==> src/rtl/iori_anim_ctrl.sv <==
// Iori sprite animation sequencer: paces frames from frame_clk, loops or one-shots per state.
// Optional macro IORI_ANIM_PAUSE_EN adds a pause input that freezes frame pacing.
module iori_anim_ctrl #(
  parameter int unsigned TICKS_PER_FRAME = 4,
  parameter int unsigned STAND_FRAMES    = 9,
  parameter int unsigned ATTACK_FRAMES   = 6,
  parameter int unsigned FORWARD_FRAMES  = 10,
  parameter int unsigned BACKWARD_FRAMES = 9,
  parameter int unsigned DEFENSE_FRAMES  = 1,
  parameter int unsigned HURT_FRAMES     = 5
) (
  input  logic       Clk,
  input  logic       Reset_n,
  input  logic       frame_clk,
  input  logic       cmd_valid,
  input  logic [7:0] cmd_state,
  input  logic       hit,
`ifdef IORI_ANIM_PAUSE_EN
  input  logic       pause,
`endif
  output logic [7:0] character2_state,
  output logic [7:0] frame_num,
  output logic       busy,
  output logic       anim_done
);

  localparam logic [7:0] StStand   = 8'd0;
  localparam logic [7:0] StAttack  = 8'd1;
  localparam logic [7:0] StMoveL   = 8'd2;
  localparam logic [7:0] StMoveR   = 8'd3;
  localparam logic [7:0] StDefense = 8'd4;
  localparam logic [7:0] StHurt    = 8'd5;

  localparam logic [7:0] HoldLast = 8'(TICKS_PER_FRAME - 1);

  function automatic logic [7:0] frame_count(input logic [7:0] st);
    logic [7:0] n;
    case (st)
      StAttack:  n = 8'(ATTACK_FRAMES);
      StMoveL:   n = 8'(FORWARD_FRAMES);
      StMoveR:   n = 8'(BACKWARD_FRAMES);
      StDefense: n = 8'(DEFENSE_FRAMES);
      StHurt:    n = 8'(HURT_FRAMES);
      default:   n = 8'(STAND_FRAMES);
    endcase
    return n;
  endfunction

  logic       fclk_meta_q, fclk_sync_q, fclk_prev_q;
  logic       tick, tick_en;
  logic [7:0] state_q, state_d;
  logic [7:0] frame_q, frame_d;
  logic [7:0] hold_q, hold_d;
  logic       busy_q, busy_d;
  logic       done_q, done_d;
  logic       last_frame, oneshot, cmd_accept;

  assign tick = fclk_sync_q & ~fclk_prev_q;
`ifdef IORI_ANIM_PAUSE_EN
  assign tick_en = tick & ~pause;
`else
  assign tick_en = tick;
`endif

  assign last_frame = (frame_q == frame_count(state_q) - 8'd1);
  assign oneshot    = (state_q == StAttack) || (state_q == StHurt);
  // Out-of-range codes, busy lockout and same-state requests are all dropped.
  assign cmd_accept = cmd_valid && (cmd_state <= StHurt) && !busy_q && (cmd_state != state_q);

  always_comb begin
    state_d = state_q;
    frame_d = frame_q;
    hold_d  = hold_q;
    busy_d  = busy_q;
    done_d  = 1'b0;
    if (hit && state_q != StHurt) begin
      state_d = StHurt;
      frame_d = 8'd0;
      hold_d  = 8'd0;
      busy_d  = 1'b1;
    end else if (cmd_accept) begin
      state_d = cmd_state;
      frame_d = 8'd0;
      hold_d  = 8'd0;
      busy_d  = (cmd_state == StAttack) || (cmd_state == StHurt);
    end else if (tick_en) begin
      if (hold_q == HoldLast) begin
        hold_d = 8'd0;
        if (last_frame && oneshot) begin
          state_d = StStand;
          frame_d = 8'd0;
          busy_d  = 1'b0;
          done_d  = 1'b1;
        end else if (last_frame) begin
          frame_d = 8'd0;
        end else begin
          frame_d = frame_q + 8'd1;
        end
      end else begin
        hold_d = hold_q + 8'd1;
      end
    end
  end

  always_ff @(posedge Clk or negedge Reset_n) begin
    if (!Reset_n) begin
      fclk_meta_q <= 1'b0;
      fclk_sync_q <= 1'b0;
      fclk_prev_q <= 1'b0;
      state_q     <= StStand;
      frame_q     <= 8'd0;
      hold_q      <= 8'd0;
      busy_q      <= 1'b0;
      done_q      <= 1'b0;
    end else begin
      fclk_meta_q <= frame_clk;
      fclk_sync_q <= fclk_meta_q;
      fclk_prev_q <= fclk_sync_q;
      state_q     <= state_d;
      frame_q     <= frame_d;
      hold_q      <= hold_d;
      busy_q      <= busy_d;
      done_q      <= done_d;
    end
  end

  assign character2_state = state_q;
  assign frame_num        = frame_q;
  assign busy             = busy_q;
  assign anim_done        = done_q;

endmodule

==> config.mk <==
export PLATFORM = sky130hd
export DESIGN_NAME = iori_anim_ctrl
export DESIGN_NICKNAME = d
export VERILOG_FILES = /design/src/rtl/iori_anim_ctrl.sv
export SDC_FILE = /design/constraint.sdc
export NUM_CORES = 1
export LEC_CHECK = 0
export CAP_MARGIN = 30
export CORE_ASPECT_RATIO = 1.75
export CORE_MARGIN = 1
export CORE_UTILIZATION = 45
export CTS_CLUSTER_SIZE = 16
export DETAILED_ROUTE_END_ITERATION = 10
export PLACE_DENSITY_LB_ADDON = 0.05
export SLEW_MARGIN = 10
export SYNTH_ARGS = -nofsm -noshare
export SYNTH_HDL_FRONTEND = slang
export SYNTH_SLANG_ARGS = --single-unit
==> constraint.sdc <==
create_clock -name Clk -period 7.61 [get_ports Clk]
set_input_delay 2.283 -clock Clk [delete_from_list [all_inputs] [get_ports Clk]]
set_output_delay 2.283 -clock Clk [all_outputs]
set_load 0.1 [all_outputs]
==> metrics.cfg <==
[setup_path]
cp_num_buf_inv = 1
cp.depth = 7
crit_chain = clkdlybuf4s50_1 > or4_1 > a2111oi_2 > o21ai_2 > and2_1 > a2111o_1 > nand2_1
slowest_delay_ns = 0.59
critical_path.startpoint = cmd_state[7]
regToRegSetupSlack_ns = 4.55
crit_family = compound AO/OA/AOI/OAI gates
crit_slowest_cell = or4_1
r2r_cells = 9
cp.required_ns = 7.83
criticalPathCategory = input pin to flop
r2r_start = character2_state[4]$_DFFE_PN0P_
path_max_fanout = 18
crit_arrival_ns = 4.75
endpoint = hold_q[7]$_DFFE_PN0P_
cp-end-kind = flop
r2r-end = character2_state[7]$_DFFE_PN0P_
setup.worst_path.start_class = input pin

[power]
power_frac_comb = 0.391
switchingPower_mw = 0.232
sequentialPowerShare = 0.390
power_leakage_nw = 0.865
p_per_area_nw_per_um2 = 260
power_mw = 0.540
switching_share = 0.430
clockPowerShare = 0.218
ir_drop_v = 0.000272
internal-power_mw = 0.308

[die]
core-area_sq_um = 3430
initial_core_util = 0.482
ios = 31
rows = 28
fp.dieArea_sq_um = 3930
die_h_um = 82.2
die_w_um = 47.8

[placed_design]
gp_congestion = 0.792
post-place-ws_ns = 2.79
postPlaceCellArea_sq_um = 1990
dp_cells = 241
dp_hpwl_mm = 2.72
io_buffer_count = 30

[detailed_routing]
drt_iter0_markers = 31
wl_per_cell_um = 14.9
postRouteAntennaNets = 0
wl_mm = 3.72
drt_first_pass_iters = 6
routed_via_density = 5.59
drcViolationCount = 0
vias = 1393

[timing]
hold_violations = 0
setup_ws_ns = 3.08
fin_hold_ws_ns = 0.356
tightest_slew_ns = 0.987
max_slew_margin = 0.340
finalMaxSlewViolations = 0
fin_worst_skew_ns = 0.00225
period_minus_slack_ns = 4.53
setup_tns_ns = 0
fin_crit_sh = 0.595
setup_viol = 0
fmax_ghz = 0.221
rsz0062_at_grt = no

[layout]
diodes = 0
multi_input_area_sq_um = 885
fill_cells = 323
synthToLayoutAreaGrowth_pct = 25.4
fin_cells = 249
seqCellArea_sq_um = 726
drive_gt1_frac = 0.0931
layout.nets = 219
fin_util = 0.605
design_area_sq_um = 2080

[synthesis]
yosysUniqueCellTypes = 41
synth_ff_type = dfrtp_1
seq_area_frac_synth = 0.438
synth_top_cell_by_area = dfrtp_1
synth-warning-count = 0
synth_top_area_frac = 0.438
ys_ff_latch = 29
synth-edff-count = 0
async_flop_share = 1.00
ys_top_cells_by_area = dfrtp_1 44%, xnor2_1 10%, nor2_1 4.3%
synthesis.area_sq_um = 1660
syn_inst = 172
yosysMostFrequentCell = dfrtp_1
synth_common_cells = 29 x dfrtp_1, 19 x nor2_1, 19 x xnor2_1, 16 x nand2_1, 10 x and2_1
syn_avg_cell_area_sq_um = 9.62
synth.net_count = 188

[hold_path]
hold_class = flop to flop
whs_path_depth = 0

[clock_tree]
postCtsSetupRepairBufs = 0
cts_htree_levels = 2
clock_sinks = 29
cts_buffers = 5
cts_tree = yes
post_cts_resized = 0
worstSkewPairLatency_ns = 0.28
root_buffer = clkbuf_8
holdBufCountCts = 0
max-clock-path-buffers = 2
path_clk_slew_ns = 0.06

[grt]
grt_pass1_wl_mm = 6.20
gr-total-overflow = 0
grt_max_degree = 30
grt.total_usage = 0.222
antenna_found_initial = 0
grt_pass1_vias = 1396

[run_status]
status = finished, final reports clean

[job]
max_cap_viol_count = 0

-- worst min-delay path by stage --
stage	startpoint	to
finish	fclk_meta_q$_DFF_PN0_	fclk_sync_q$_DFF_PN0_
global route	fclk_meta_q$_DFF_PN0_	fclk_sync_q$_DFF_PN0_
CTS	fclk_meta_q$_DFF_PN0_	fclk_sync_q$_DFF_PN0_
detailed placement	fclk_meta_q$_DFF_PN0_	fclk_sync_q$_DFF_PN0_
global placement	fclk_meta_q$_DFF_PN0_	fclk_sync_q$_DFF_PN0_
floorplan	fclk_meta_q$_DFF_PN0_	fclk_sync_q$_DFF_PN0_
-- power groups by stage --
stage	Sequential (mW)	Combinational, mW	Clock, mW
after detailed placement	0.213	0.211	0
final	0.211	0.211	0.118
after floorplan	0.280	0.0906	0
after global routing	0.216	0.227	0.129
after global placement	0.211	0.208	0
after CTS	0.210	0.213	0.124
-- kinds of logic after synthesis --
kind of cell,Yosys count,share of synthesized area
buf+inv,11,0.0272
mux,1,0.00680
simple gates,75,0.245
compound gates,28,0.131
xor+xnor,24,0.127
other cells,1,0.00227
flops,29,0.438
fa+ha+maj,3,0.0227
-- layout by cell type, fill, tap and decap left out, types with 2 or more instances in the layout --
cell type,n
nand2_1,16
o211ai_1,4
and3_1,3
nor3_1,2
inv_1,3
clkbuf_8,5
or4_1,3
and2_1,10
a31oi_1,3
xor2_1,5
xnor2_1,19
ha_1,3
nor4_1,2
nand4_1,9
nor4b_2,2
or2_2,2
clkdlybuf4s50_1,30
dfrtp_1,29
clkinv_2,2
buf_4,2
a21oi_1,7
nand2b_1,3
nor2_1,19
-- metal layers --
metal,GRT usage,wire (um),vias to the layer above,share of wire
met1,0.243,1520,674,0.41
met4,0.111,80,0,0.022
met3,0.0500,190,8,0.051
met2,0.380,1930,41,0.52
li1,-,-,670,-
met5,0,0,-,0
-- flip-flops by register name, indices dropped and copies added, names as in the netlist --
register / count
hold_q: 8
fclk_sync_q: 1
fclk_meta_q: 1
character2_state: 8
fclk_prev_q: 1
busy: 1
frame_num: 8
anim_done: 1
-- layout make-up --
cell class                 count  area share
clock buffer                   6      0.0350
timing repair buffer          32       0.152
multi-input combinational    132       0.426
sequential                    29       0.350
inverter                       3     0.00542
clock inverter                 2     0.00482
tap                           45      0.0271
Power figures use the tool's default switching activity.
